**src/rtl/spi_register_bridge_pkg.sv**
```systemverilog
// Shared types and constants for the SPI register bridge and the synth register decode.
package spi_register_bridge_pkg;

    localparam int unsigned SPI_FRAME_BITS = 24;
    localparam int unsigned BIT_COUNT_WIDTH = $clog2(SPI_FRAME_BITS + 1);

    typedef logic [15:0] RegisterNumber_t;
    typedef logic [7:0]  RegisterValue_t;

    // Top two bits of a register number select its scope.
    localparam logic [1:0] SCOPE_VOICE_OP = 2'b11;
    localparam logic [1:0] SCOPE_VOICE    = 2'b10;
    localparam logic [1:0] SCOPE_GLOBAL   = 2'b01;

    typedef enum logic {
        StIdle,
        StShift
    } BridgeState_t;

endpackage

```
**src/rtl/spi_register_bridge_input_synchronizer.sv**
```systemverilog
// Multi-flop synchronizer for one asynchronous input, with a configurable reset value.
module spi_register_bridge_input_synchronizer #(
    parameter int unsigned STAGES      = 2,
    parameter logic        RESET_VALUE = 1'b0
) (
    input  logic i_Clock,
    input  logic i_Reset,
    input  logic i_Async,
    output logic o_Sync
);

    logic [STAGES-1:0] chain;

    always_ff @(posedge i_Clock) begin
        if (i_Reset) begin
            chain <= {STAGES{RESET_VALUE}};
        end else begin
            chain <= {chain[STAGES-2:0], i_Async};
        end
    end

    assign o_Sync = chain[STAGES-1];

endmodule

```
**src/rtl/spi_register_bridge.sv**
```systemverilog
// SPI mode-0 slave turning 24-bit host frames into register-write strobes.
// Build with SPI_REGISTER_READBACK_EN to shift the previous frame back out on MISO.
module spi_register_bridge
    import spi_register_bridge_pkg::*;
#(
    parameter int unsigned SYNC_STAGES = 2,
    parameter int unsigned FRAME_BITS  = SPI_FRAME_BITS
) (
    input  logic        i_Clock,
    input  logic        i_Reset,
    input  logic        i_SPI_SCK,
    input  logic        i_SPI_CS_N,
    input  logic        i_SPI_MOSI,
    output logic        o_SPI_MISO,
    output logic        o_RegisterWriteEnable,
    output logic [15:0] o_RegisterWriteNumber,
    output logic [7:0]  o_RegisterWriteValue,
    output logic        o_FrameError
);

    if (FRAME_BITS != SPI_FRAME_BITS) begin : g_bad_frame_bits
        $error("spi_register_bridge: FRAME_BITS must be 24");
    end
    if (SYNC_STAGES < 2) begin : g_bad_sync_stages
        $error("spi_register_bridge: SYNC_STAGES must be at least 2");
    end

    localparam logic [BIT_COUNT_WIDTH-1:0] FRAME_COUNT = BIT_COUNT_WIDTH'(FRAME_BITS);
    localparam int unsigned SETTLE_WIDTH = $clog2(SYNC_STAGES + 1);

    logic sck_sync, cs_n_sync, mosi_sync;
    logic sck_prev, cs_n_prev;
    logic sck_rise, cs_rise, cs_fall;
    logic sck_take;
    logic [BIT_COUNT_WIDTH-1:0] bit_count, count_after;
    logic [FRAME_BITS-1:0] shift_reg;
    logic [SETTLE_WIDTH-1:0] settle_count;
    logic armed;
    BridgeState_t state;

    spi_register_bridge_input_synchronizer #(
        .STAGES     (SYNC_STAGES),
        .RESET_VALUE(1'b0)
    ) u_sync_sck (
        .i_Clock(i_Clock),
        .i_Reset(i_Reset),
        .i_Async(i_SPI_SCK),
        .o_Sync (sck_sync)
    );

    spi_register_bridge_input_synchronizer #(
        .STAGES     (SYNC_STAGES),
        .RESET_VALUE(1'b1)
    ) u_sync_cs_n (
        .i_Clock(i_Clock),
        .i_Reset(i_Reset),
        .i_Async(i_SPI_CS_N),
        .o_Sync (cs_n_sync)
    );

    spi_register_bridge_input_synchronizer #(
        .STAGES     (SYNC_STAGES),
        .RESET_VALUE(1'b0)
    ) u_sync_mosi (
        .i_Clock(i_Clock),
        .i_Reset(i_Reset),
        .i_Async(i_SPI_MOSI),
        .o_Sync (mosi_sync)
    );

    assign sck_rise = sck_sync & ~sck_prev;
    assign cs_rise  = cs_n_sync & ~cs_n_prev;
    assign cs_fall  = ~cs_n_sync & cs_n_prev;

    always_comb begin
        sck_take    = (state == StShift) && sck_rise && (bit_count != FRAME_COUNT);
        count_after = sck_take ? bit_count + BIT_COUNT_WIDTH'(1) : bit_count;
    end

`ifdef SPI_REGISTER_READBACK_EN
    logic sck_fall;
    logic [FRAME_BITS-1:0] shadow, tx_shift;
    assign sck_fall   = ~sck_sync & sck_prev;
    assign o_SPI_MISO = tx_shift[FRAME_BITS-1];
`else
    assign o_SPI_MISO = 1'b0;
`endif

    always_ff @(posedge i_Clock) begin
        if (i_Reset) begin
            sck_prev              <= 1'b0;
            cs_n_prev             <= 1'b1;
            state                 <= StIdle;
            bit_count             <= '0;
            shift_reg             <= '0;
            settle_count          <= SETTLE_WIDTH'(SYNC_STAGES);
            armed                 <= 1'b0;
            o_RegisterWriteEnable <= 1'b0;
            o_RegisterWriteNumber <= '0;
            o_RegisterWriteValue  <= '0;
            o_FrameError          <= 1'b0;
`ifdef SPI_REGISTER_READBACK_EN
            shadow                <= '0;
            tx_shift              <= '0;
`endif
        end else begin
            sck_prev              <= sck_sync;
            cs_n_prev             <= cs_n_sync;
            o_RegisterWriteEnable <= 1'b0;
            o_FrameError          <= 1'b0;

            // The chain holds preset values for SYNC_STAGES cycles after reset; only arm once
            // CS_N has really been seen high, so a select held low through reset cannot start
            // a frame.
            if (settle_count != '0) begin
                settle_count <= settle_count - SETTLE_WIDTH'(1);
            end else if (cs_n_sync) begin
                armed <= 1'b1;
            end

            if (bit_count == FRAME_COUNT) begin
                o_RegisterWriteEnable <= 1'b1;
                o_RegisterWriteNumber <= shift_reg[FRAME_BITS-1:8];
                o_RegisterWriteValue  <= shift_reg[7:0];
                bit_count             <= '0;
`ifdef SPI_REGISTER_READBACK_EN
                shadow                <= shift_reg;
`endif
            end

            unique case (state)
                StIdle: begin
                    if (armed && cs_fall) begin
                        state     <= StShift;
                        bit_count <= '0;
`ifdef SPI_REGISTER_READBACK_EN
                        tx_shift  <= (bit_count == FRAME_COUNT) ? shift_reg : shadow;
`endif
                    end
                end
                StShift: begin
                    if (sck_take) begin
                        shift_reg <= {shift_reg[FRAME_BITS-2:0], mosi_sync};
                        bit_count <= count_after;
                    end
`ifdef SPI_REGISTER_READBACK_EN
                    if (sck_fall) begin
                        tx_shift <= {tx_shift[FRAME_BITS-2:0], 1'b0};
                    end
`endif
                    // A rise landing with the CS_N rise is counted first, so a completing
                    // frame still writes from IDLE on the following cycle.
                    if (cs_rise) begin
                        state <= StIdle;
                        if (count_after != '0 && count_after != FRAME_COUNT) begin
                            o_FrameError <= 1'b1;
                            bit_count    <= '0;
                        end
                    end
                end
                default: state <= StIdle;
            endcase
        end
    end

endmodule

```
**config.mk**
```make
export PLATFORM = sky130hd
export DESIGN_NAME = spi_register_bridge
export DESIGN_NICKNAME = d
export VERILOG_FILES = /design/src/rtl/spi_register_bridge_pkg.sv /design/src/rtl/spi_register_bridge_input_synchronizer.sv /design/src/rtl/spi_register_bridge.sv
export SDC_FILE = /design/constraint.sdc
export NUM_CORES = 1
export LEC_CHECK = 0
export CAP_MARGIN = 30
export CELL_PAD_IN_SITES_DETAIL_PLACEMENT = 1
export CELL_PAD_IN_SITES_GLOBAL_PLACEMENT = 1
export CORE_MARGIN = 2
export CORE_UTILIZATION = 36
export CTS_BUF_LIST = sky130_fd_sc_hd__clkbuf_2 sky130_fd_sc_hd__clkbuf_4 sky130_fd_sc_hd__clkbuf_8
export DETAILED_ROUTE_END_ITERATION = 16
export GPL_TIMING_DRIVEN = 0
export PLACE_DENSITY_LB_ADDON = 0.1
export REMOVE_ABC_BUFFERS = 1
export SETUP_SLACK_MARGIN = 0.1
export SLEW_MARGIN = 15
export SYNTH_ARGS = -nofsm -noshare
export SYNTH_HDL_FRONTEND = slang
export SYNTH_SLANG_ARGS = --single-unit
```
**constraint.sdc**
```tcl
create_clock -name i_Clock -period 3.84 [get_ports i_Clock]
set_input_delay 0.768 -clock i_Clock [delete_from_list [all_inputs] [get_ports i_Clock]]
set_output_delay 0.768 -clock i_Clock [all_outputs]
set_load 0.01 [all_outputs]
```
==> out/results.ini <==
[status]
status = finished, final reports clean

[final_layout]
multi_input_area_mm2 = 0.00110
fillCellCount = 831
regArea_mm2 = 0.00134
drive_above_1_share_pct = 7.42
area_growth_pct = 23.6
num_antenna_cells = 0
nNetsFinal = 340
final_cells = 433
largest_register_ffs = 24

[timing]
whs_ns = 0.411
min_period_over_period_pct = 65.6
rsz0062_at_grt = false
fin_skew_ns = 0.0112
tightest_slew_ns = 0.581
period_needed_ns = 2.52
fin_setup_tns_ns = 0
hold_viol_final = 0
setup_violations = 0
finalMaxSlewViolations = 0
fmax_ghz = 0.397
slew_headroom_pct = 61.2
final.setup.worst_slack_ns = 1.32

[worst_setup_path]
slowest_delay_ns = 0.46
worstSetupPathType = reg2reg
path_cells = inv_1 > ha_1 > nand4b_4 > nand2_4 > o41ai_4 > a311oi_2 > nor4_1
required_ns = 4.09
cpMaxStageDelayCell = o41ai_4
startpoint_type = flop
path_max_fanout = 26
end_kind = flop
worst-endpoint-arrival_ns = 2.77

[detailed_routing]
drcViolationCount = 0
viasPerCell = 4.89
drtIter0Drc = 76
vias = 2118
ant_nets = 0
dr.pass1.iters = 4
wl_per_cell_um = 13.2
routed_wl_um = 5710

[synth]
yosysSeqAreaShare_pct = 51.9
synthAdderAreaFrac_pct = 1.45
yosys_warnings = 0
yosys.area_share.simple_pct = 25.0
synth.distinct_cells = 39
synthesis.area_mm2 = 0.00258
synth_top_family_by_area = simple AND/OR/NAND/NOR gates
postSynthCellCount = 310
synth.ff_latch_count = 67
syn_avg_cell_area_um2 = 8.33
synth.area.mux_share_pct = 0.387
synth_compound_area_share_pct = 15.1
synth_xor_area_share_pct = 0.678

[die]
die_h_um = 88.7
die_x_um = 88.7
core_region_area_mm2 = 0.00687
rows = 30
fp.dieArea_mm2 = 0.00787
ioPinCount = 32
initial_utilization_pct = 37.6

[placement]
placed_cells = 417
io_buffers = 30
place_congestion = 0.745
hpwlAfterDp_um = 3690
place_ws_ns = 1.29

[clock_tree]
ctsHoldBuffers = 0
cts_buffer_depth = 2
ctsResizeCount = 0
h-tree-depth = 3
cts_setup_buffers = 0
clkLatencyLatePin_ns = 0.35
cts.sinks = 67
cts_tree = done
cts.clk_slew.worst_paths_ns = 0.08
cts_root_buf = clkbuf_8
numCtsBuffers = 9

[power]
peakVddDrop_mv = 0.218
power_uw = 1540
p_leak_uw = 0.00104
p_per_area_mw_per_mm2 = 483

[hold_path]
min_path_type = reg2reg

[grt]
grt_pass1_vias = 2080
gr-total-overflow = 0
grt_pass1_wl_um = 9610
grt.total_usage_pct = 15.9
antenna_found_initial = 0
grt_max_degree = 44

[job]
drv_cap = 0

-- where the power goes --
part	internal (µW)	switching [µW]
Combinational	29.1	35.6
Clock	471	286
Sequential	711	9.83
Total	1210	331
-- cell families after synthesis --
logic type / count (synthesis)
compound gates: 68
flops: 67
xor+xnor: 2
mux: 1
buf+inv: 29
fa+ha+maj: 3
simple gates: 139
other cells: 1
-- per-stage QoR --
step	util [%]	instance area, µm²
after global routing	46.5	3190
after detailed placement	42.7	2930
after CTS	46.5	3190
after floorplan	-	2470
final	46.5	3190
after global placement	42.1	2890
-- cell type report --
type                       count  area share, %
inverter                       7          0.823
clock buffer                  11           4.74
clock inverter                 5           3.37
multi-input combinational    214           34.6
sequential                    67           42.0
timing repair buffer          33           10.7
tap                           96           3.76
-- worst paths after layout --
path                     endpoint  depth (start not counted)                  from  slack (ns)
max                  bit_count[0]                          7          bit_count[0]        1.32
min          u_sync_cs_n.chain[1]                          1  u_sync_cs_n.chain[0]        0.41
max reg2reg          bit_count[0]                          7          bit_count[0]        1.32
min reg2reg  u_sync_cs_n.chain[1]                          1  u_sync_cs_n.chain[0]        0.41
-- layer usage --
layer	track usage, %	vias to the layer above	part of all wire, %
met3	3.45	9	2.3
met4	7.16	0	1.9
li1	-	1067	-
met5	0	-	0
met2	25.8	30	48
met1	20.2	1012	48
-- worst max-delay path, delay by kind of cell (launching register included) --
family	cells	cell delay (ns)
AO/OA/AOI/OAI	2	0.67
flip-flops	1	0.40
buffers and inverters	1	0.14
AND/OR/NAND/NOR	3	0.90
adder cells (fa/ha/maj)	1	0.30
-- cell usage after synthesis --
cell / number / share of area, %
a32oi_1: 1 / 0.34
o22ai_1: 1 / 0.24
nand2_1: 99 / 14
and3b_1: 1 / 0.34
nor4_1: 3 / 0.73
and4b_1: 1 / 0.39
nand4b_1: 3 / 1.0
or4_1: 2 / 0.58
a311oi_2: 1 / 0.58
nand4_1: 2 / 0.48
nor2b_1: 6 / 1.5
o21ai_1: 2 / 0.39
xor2_1: 2 / 0.68
nand3b_1: 2 / 0.58
mux2i_1: 1 / 0.39
conb_1: 1 / 0.15
a31oi_1: 2 / 0.48
a21oi_1: 55 / 11
a21o_1: 1 / 0.29
nand3_1: 2 / 0.39
nand4b_4: 1 / 0.92
nor3_1: 3 / 0.58
inv_1: 7 / 1.0
a211o_1: 1 / 0.34
dfxtp_1: 67 / 52
buf_4: 2 / 0.58
nand2b_1: 2 / 0.48
and4_1: 1 / 0.34
o21ai_0: 2 / 0.39
buf_2: 5 / 0.97
or2_1: 4 / 0.97
nor2_2: 1 / 0.24
nor2_1: 5 / 0.73
o41ai_4: 1 / 1.1
o211ai_1: 1 / 0.29
ha_1: 3 / 1.5
buf_6: 2 / 0.87
nand2_4: 1 / 0.44
clkbuf_1: 13 / 1.9
-- layout by cell type, fill, tap and decap left out, types with 2 or more instances in the layout --
cell type,count
a21oi_1,55
a31oi_1,2
bufinv_16,3
clkbuf_8,11
clkdlybuf4s50_1,29
dfxtp_1,67
ha_1,3
inv_1,7
nand2_1,99
nand2b_1,2
nand3_1,2
nand3b_1,2
nand4_1,2
nand4b_1,3
nor2_1,5
nor2b_1,6
nor3_1,3
nor4_1,3
o21ai_0,2
o21ai_1,2
or2_1,4
or4_1,2
xor2_1,2
(Power assumes the default switching activity.)
